**config.mk**
```make
export PLATFORM = sky130hd
export DESIGN_NAME = fetch_sequencer_flat
export DESIGN_NICKNAME = d
export VERILOG_FILES = /design/src/rtl/fetch_sequencer_if.sv /design/src/rtl/fetch_sequencer.sv /design/src/flat_wrapper.sv
export SDC_FILE = /design/constraint.sdc
export NUM_CORES = 1
export LEC_CHECK = 0
export CORE_AREA = 5 5 81 83
export DETAILED_ROUTE_END_ITERATION = 16
export DIE_AREA = 0 0 86 88
export PLACE_DENSITY = 0.78
export SLEW_MARGIN = 25
export SYNTH_ARGS = -nofsm -noshare
export SYNTH_HDL_FRONTEND = slang
export SYNTH_SLANG_ARGS = --single-unit
```
**constraint.sdc**
```tcl
create_clock -name clk -period 1.9 [get_ports clk]
set_input_delay 0.38 -clock clk [delete_from_list [all_inputs] [get_ports clk]]
set_output_delay 0.38 -clock clk [all_outputs]
set_load 0.02 [all_outputs]
```
**src/rtl/fetch_sequencer_if.sv**
```systemverilog
// fetch_sequencer_if: groups the fetch sequencer's connections to the
// program memory, the instruction decoder, the execute stage and the issue
// registers.
//   Program memory : instr_word, pc  -> ; pc_inc, hold, pc_overwrite, pc_new <-
//   Decoder        : two_word, exec_cycles -> ; part2 <-
//   Execute stage  : branch_req, branch_target (, skip_req) ->
//   Issue          : issue, ireg, ireg_ext, issue_pc <-
// Modport master is the sequencer; modport slave is its environment.
// Macro FETCH_SEQ_SKIP_EN adds the skip_req signal.
interface fetch_sequencer_if #(
  parameter int PC_W  = 14,
  parameter int CNT_W = 2
);
  logic [15:0]      instr_word;
  logic [PC_W-1:0]  pc;
  logic             two_word;
  logic [CNT_W-1:0] exec_cycles;
  logic             branch_req;
  logic [PC_W-1:0]  branch_target;
`ifdef FETCH_SEQ_SKIP_EN
  logic             skip_req;
`endif
  logic             pc_inc;
  logic             hold;
  logic             pc_overwrite;
  logic [PC_W-1:0]  pc_new;
  logic             part2;
  logic             issue;
  logic [15:0]      ireg;
  logic [15:0]      ireg_ext;
  logic [PC_W-1:0]  issue_pc;

`ifdef FETCH_SEQ_SKIP_EN
  modport master (
    input  instr_word, pc, two_word, exec_cycles, branch_req, branch_target, skip_req,
    output pc_inc, hold, pc_overwrite, pc_new, part2, issue, ireg, ireg_ext, issue_pc
  );
  modport slave (
    output instr_word, pc, two_word, exec_cycles, branch_req, branch_target, skip_req,
    input  pc_inc, hold, pc_overwrite, pc_new, part2, issue, ireg, ireg_ext, issue_pc
  );
`else
  modport master (
    input  instr_word, pc, two_word, exec_cycles, branch_req, branch_target,
    output pc_inc, hold, pc_overwrite, pc_new, part2, issue, ireg, ireg_ext, issue_pc
  );
  modport slave (
    output instr_word, pc, two_word, exec_cycles, branch_req, branch_target,
    input  pc_inc, hold, pc_overwrite, pc_new, part2, issue, ireg, ireg_ext, issue_pc
  );
`endif
endinterface

```
**src/rtl/fetch_sequencer.sv**
```systemverilog
// fetch_sequencer: instruction fetch control between program memory and the
// decoder. Drives PC increment/hold/overwrite, the decoder part2 select,
// captures one- and two-word instructions into issue registers and stalls
// fetch for multi-cycle instructions. Branch requests redirect the PC.
// Ports:
//   clk   : core clock, rising edge
//   reset : asynchronous, active-high
//   bus   : fetch_sequencer_if.master (memory, decoder, execute, issue signals)
// Macro FETCH_SEQ_SKIP_EN enables skip-next-instruction support (skip_req).
//
// state | meaning
// FLUSH | wait one cycle for program memory output after reset/redirect
// FETCH | first (or only) instruction word is being presented
// EXT   | second word of a two-word instruction is being presented
// EXEC  | fetch stalled for the extra execute cycles of the last issue
module fetch_sequencer #(
  parameter int PC_W  = 14,
  parameter int CNT_W = 2
) (
  input logic              clk,
  input logic              reset,
  fetch_sequencer_if.master bus
);

  typedef enum logic [1:0] {FLUSH, FETCH, EXT, EXEC} state_t;

  state_t           state, state_nxt;
  logic [CNT_W-1:0] cnt, cnt_nxt;
  logic             issue_q, issue_nxt;
  logic [15:0]      ireg_q, ireg_nxt;
  logic [15:0]      ireg_ext_q, ireg_ext_nxt;
  logic [PC_W-1:0]  issue_pc_q, issue_pc_nxt;
  logic             skip_act;

`ifdef FETCH_SEQ_SKIP_EN
  logic skip_pend, skip_pend_nxt;
  logic victim_done;

  // The victim is finished once its last word has been presented.
  assign victim_done = ((state == FETCH) && !bus.two_word) || (state == EXT);

  always_comb begin
    skip_pend_nxt = skip_pend;
    if (bus.branch_req)
      skip_pend_nxt = 1'b0;
    else if (bus.skip_req)
      skip_pend_nxt = 1'b1;
    else if (skip_pend && victim_done)
      skip_pend_nxt = 1'b0;
  end

  always_ff @(posedge clk or posedge reset) begin
    if (reset)
      skip_pend <= 1'b0;
    else
      skip_pend <= skip_pend_nxt;
  end

  assign skip_act = skip_pend;
`else
  assign skip_act = 1'b0;
`endif

  always_comb begin
    state_nxt        = state;
    cnt_nxt          = cnt;
    issue_nxt        = 1'b0;
    ireg_nxt         = ireg_q;
    ireg_ext_nxt     = ireg_ext_q;
    issue_pc_nxt     = issue_pc_q;
    bus.pc_inc       = 1'b0;
    bus.hold         = 1'b0;
    bus.part2        = 1'b0;
    bus.pc_overwrite = 1'b0;
    bus.pc_new       = '0;

    case (state)
      FLUSH: begin
        bus.hold  = 1'b1;
        state_nxt = FETCH;
      end
      FETCH: begin
        bus.pc_inc   = 1'b1;
        ireg_nxt     = bus.instr_word;
        issue_pc_nxt = bus.pc;
        if (bus.two_word) begin
          state_nxt = EXT;
        end else if (skip_act) begin
          state_nxt = FETCH;
        end else begin
          issue_nxt = 1'b1;
          if (bus.exec_cycles != '0) begin
            cnt_nxt   = bus.exec_cycles;
            state_nxt = EXEC;
          end else begin
            state_nxt = FETCH;
          end
        end
      end
      EXT: begin
        bus.pc_inc   = 1'b1;
        bus.part2    = 1'b1;
        ireg_ext_nxt = bus.instr_word;
        if (skip_act) begin
          state_nxt = FETCH;
        end else begin
          issue_nxt = 1'b1;
          if (bus.exec_cycles != '0) begin
            cnt_nxt   = bus.exec_cycles;
            state_nxt = EXEC;
          end else begin
            state_nxt = FETCH;
          end
        end
      end
      EXEC: begin
        bus.hold = 1'b1;
        cnt_nxt  = cnt - 1'b1;
        // <= 1 rather than == 1 so a zero count can never stall forever.
        if (cnt <= CNT_W'(1)) begin
          cnt_nxt   = '0;
          state_nxt = FETCH;
        end
      end
      default: begin
        bus.hold  = 1'b1;
        state_nxt = FLUSH;
      end
    endcase

    // A redirect overrides everything; the word presented this cycle is dropped.
    if (bus.branch_req) begin
      bus.pc_overwrite = 1'b1;
      bus.pc_new       = bus.branch_target;
      bus.pc_inc       = 1'b0;
      state_nxt        = FLUSH;
      cnt_nxt          = '0;
      issue_nxt        = 1'b0;
      ireg_nxt         = ireg_q;
      ireg_ext_nxt     = ireg_ext_q;
      issue_pc_nxt     = issue_pc_q;
    end
  end

  always_ff @(posedge clk or posedge reset) begin
    if (reset) begin
      state      <= FLUSH;
      cnt        <= '0;
      issue_q    <= 1'b0;
      ireg_q     <= '0;
      ireg_ext_q <= '0;
      issue_pc_q <= '0;
    end else begin
      state      <= state_nxt;
      cnt        <= cnt_nxt;
      issue_q    <= issue_nxt;
      ireg_q     <= ireg_nxt;
      ireg_ext_q <= ireg_ext_nxt;
      issue_pc_q <= issue_pc_nxt;
    end
  end

  assign bus.issue    = issue_q;
  assign bus.ireg     = ireg_q;
  assign bus.ireg_ext = ireg_ext_q;
  assign bus.issue_pc = issue_pc_q;

endmodule

```
**src/flat_wrapper.sv**
```systemverilog
// flat-port wrapper written by rule: the top's interface ports become plain ports
module fetch_sequencer_flat 
#(
  parameter int PC_W  = 14,
  parameter int CNT_W = 2
)
  (clk, reset, bus_instr_word, bus_pc, bus_two_word, bus_exec_cycles, bus_branch_req, bus_branch_target, bus_pc_inc, bus_hold, bus_pc_overwrite, bus_pc_new, bus_part2, bus_issue, bus_ireg, bus_ireg_ext, bus_issue_pc);
  fetch_sequencer_if #(.PC_W(PC_W), .CNT_W(CNT_W)) bus_i ();
  input logic clk;
  input logic reset;
  input wire logic [$bits(bus_i.instr_word)-1:0] bus_instr_word;
  input wire logic [$bits(bus_i.pc)-1:0] bus_pc;
  input wire logic [$bits(bus_i.two_word)-1:0] bus_two_word;
  input wire logic [$bits(bus_i.exec_cycles)-1:0] bus_exec_cycles;
  input wire logic [$bits(bus_i.branch_req)-1:0] bus_branch_req;
  input wire logic [$bits(bus_i.branch_target)-1:0] bus_branch_target;
  output wire logic [$bits(bus_i.pc_inc)-1:0] bus_pc_inc;
  output wire logic [$bits(bus_i.hold)-1:0] bus_hold;
  output wire logic [$bits(bus_i.pc_overwrite)-1:0] bus_pc_overwrite;
  output wire logic [$bits(bus_i.pc_new)-1:0] bus_pc_new;
  output wire logic [$bits(bus_i.part2)-1:0] bus_part2;
  output wire logic [$bits(bus_i.issue)-1:0] bus_issue;
  output wire logic [$bits(bus_i.ireg)-1:0] bus_ireg;
  output wire logic [$bits(bus_i.ireg_ext)-1:0] bus_ireg_ext;
  output wire logic [$bits(bus_i.issue_pc)-1:0] bus_issue_pc;
  assign bus_i.instr_word = bus_instr_word;
  assign bus_i.pc = bus_pc;
  assign bus_i.two_word = bus_two_word;
  assign bus_i.exec_cycles = bus_exec_cycles;
  assign bus_i.branch_req = bus_branch_req;
  assign bus_i.branch_target = bus_branch_target;
  assign bus_pc_inc = bus_i.pc_inc;
  assign bus_hold = bus_i.hold;
  assign bus_pc_overwrite = bus_i.pc_overwrite;
  assign bus_pc_new = bus_i.pc_new;
  assign bus_part2 = bus_i.part2;
  assign bus_issue = bus_i.issue;
  assign bus_ireg = bus_i.ireg;
  assign bus_ireg_ext = bus_i.ireg_ext;
  assign bus_issue_pc = bus_i.issue_pc;
  fetch_sequencer #(.PC_W(PC_W), .CNT_W(CNT_W)) u_core (.clk(clk), .reset(reset), .bus(bus_i));
endmodule
```
==> metrics.txt <==
status=completed; Tmin final=1851 ps; Setup TNS Final=0 ps; total number of vias=1,613; Clock Power Share=14.8%; delay-heaviest family, CP=buffers and inverters; Core Region=5781 sq um; die width=86 um; Design Area, Final=3530 sq um; htree depth=2; vias per cell=4.582; row cnt=28; Slowest cell on crit path=clkdlybuf4s50_1; Crit Path Class=in -> out; syn_area_per_cell=14.26 sq um; unrepaired setup endpoints after global routing=no; post-synthesis cell type count=24; Fill cells=487; number of nets in the layout=330; clock root cell=clkbuf_8; Primary FF master, synth=dfrtp_1; layout cells sized above 1=25.27%; Psw=0.001416 W; Mapped Cells=150; initial antenna violation count=0; drt pass-1 iters=3; DRC Markers=0; sequential element share of the synthesized area=59.68%; CTS Sinks=51; CTS Buf Count=5; CP arrival=1470 ps; hold_buf cts=0; Boundary Pins=115; WP data required=1520 ps; final core utilization=61.06%; gpl congestion=0.7593; crit-path max cell delay=500 ps; Syn. warnings=0; CTS max path bufs=2; WL final=5.139 mm; placed cell areas=3451 sq um; combinational power share=46.4%; Final Cycle Share=97.41%; remaining antenna violation count after routing=0; Post-synth EDFFs=0; Pwr Density=1212 nW/um^2; internal power=0.002863 W; crit-path max FO=8; max-cap viol count=0; total gr overflow=0; crit end category=output port; hpwl dp=4.052 mm; Tot Pwr=0.004279 W; Slew Viols, Final=0; skew final=4.237 ps; Synth area leaders=dfrtp_1 60%, mux2_2 25%, and2_1 4.1%; initial core utilization=36.99%; most frequent cell after synthesis=dfrtp_1; largest net degree at the start of global routing=52; synthesis-to-finish area growth=65.07%; Iteration-0 DRC Markers=21; fmax=540.3 MHz; post-synth top area cell=dfrtp_1; Post-CTS Setup Repair Bufs=0; Worst-Margin Slew=269.0 ps; IO Port Bufs=114; Routed wire per std cell=14.60 um; die area=7568 sq um; Leak=1.533 nW; Reg clk slew, reported paths=90 ps; diode count=0; endpoints failing hold=0; ys async rst share=100.0%; Syn Nets=204; Max-slew headroom=82.07%; area share of the largest cell type after synthesis=59.68%; first-pass GRT wire length=8.280 mm; Setup Viol. Count Final=0; worst-skew pair later-pin latency=290 ps; Die H=88 um; synth cell count leaders=51 x dfrtp_1, 47 x mux2_2, 14 x and2_1; Hold WS=453.4 ps; worst hold path type=in -> async; sequential power share=38.9%; TritonCTS clock tree=done; Synth Cell Area=2138 sq um; switch share=33.09%; Seq cells post-synth=51; vias in the first global route=1,726; WP buf/inv=3; worst vdd ir=706.3 uV; GR Util All Layers=13.92%; crit start category=input port; crit-path cells=clkdlybuf4s50_1 -> buf_4 -> and2_1 -> clkdlybuf4s15_1
[registers in the layout (all words and copies together) (netlist names)]
register,count
u_core.bus.ireg,16
u_core.bus.ireg_ext,16
u_core.bus.issue_pc,14
u_core.cnt,2
u_core.state,2
u_core.bus.issue,1
[cells in the final DEF (no fill, tap or decap), types with 3 or more instances in the layout]
| cell type | Yosys | routed |
|---|---|---|
| clkdlybuf4s15_1 | 0 | 8 |
| buf_4 | 1 | 11 |
| inv_1 | 6 | 5 |
| clkdlybuf4s50_1 | 0 | 96 |
| ha_1 | 4 | 4 |
| nor2_1 | 3 | 3 |
| mux2_2 | 47 | 47 |
| dlygate4sd2_1 | 0 | 9 |
| and2_1 | 14 | 14 |
| dfrtp_1 | 51 | 51 |
| clkbuf_8 | 0 | 6 |
[power groups by stage]
stage          logic [W]  clock network, W  registers (W)
5_1_grt          0.00210          0.000702        0.00172
3_5_place_dp     0.00203                 0        0.00169
6_report         0.00198          0.000633        0.00166
2_1_floorplan   0.000488                 0        0.00215
3_3_place_gp     0.00200                 0        0.00167
4_1_cts          0.00202          0.000659        0.00167
[through the flow]
stage / cells / worst slack [ps]
after detailed placement: 344 / -249.2
after CTS: 352 / 19.54
after global placement: 344 / -189.5
after global routing: 352 / 1.632
after floorplan: 150 / 228.5
final: 352 / 49.16
[logic make-up after synthesis]
family,synth area share (%)
buffers and inverters,3.276
flip-flops,59.68
multiplexers,24.75
AO/OA/AOI/OAI,3.394
AND/OR/NAND/NOR,6.554
adder cells (fa/ha/maj),2.341
[worst reg2reg max path, cell delays in order (launching register included)]
cell	delay, ps
dfrtp_1	360
inv_1	50
ha_1	320
buf_4	160
o21bai_1	150
a2bb2oi_1	200
mux2_2	360
[worst paths after layout]
check | startpoint | to | slack, ps | cells after the start
worst max register to register | u_core.state[0] | u_core.cnt[0] | 200 | 6
min in group clk | u_core.bus.ireg_ext[11] | u_core.bus.ireg_ext[11] | 510 | 1
max in group asynchronous | reset | u_core.bus.ireg_ext[10] | 1230 | 3
worst min register to register | u_core.bus.ireg_ext[11] | u_core.bus.ireg_ext[11] | 510 | 1
worst min-delay path | reset | u_core.bus.issue_pc[1] | 450 | 3
worst max-delay path | bus_branch_req | bus_pc_new[12] | 50 | 4
[repair_timing]
| action | 4_1_cts | 5_1_grt |
|---|---|---|
| pin swaps | 0 | 0 |
| gates resized for setup | 19 | 9 |
| gates cloned | 0 | 0 |
| setup endpoints to repair | 18 | 9 |
[area by class of cell]
cell class	count	area, sq um	share of cell area, %
Inverter	6	22.52	0.6381
Tap cell	75	93.84	2.659
Clock inverter	1	8.758	0.2481
Sequential cell	51	1276	36.16
Timing Repair Buffer	127	1247	35.34
Multi-Input combinational cell	85	794.5	22.51
Clock buffer	7	86.33	2.446
[routing by layer]
metal	up-vias	GRT usage, %	share of wire, %
met5	-	0	0
met4	0	3.453	1.3
met3	8	5.268	8.2
met2	56	23.90	50
met1	778	16.55	40
li1	771	-	-
Power figures use the tool's default switching activity.
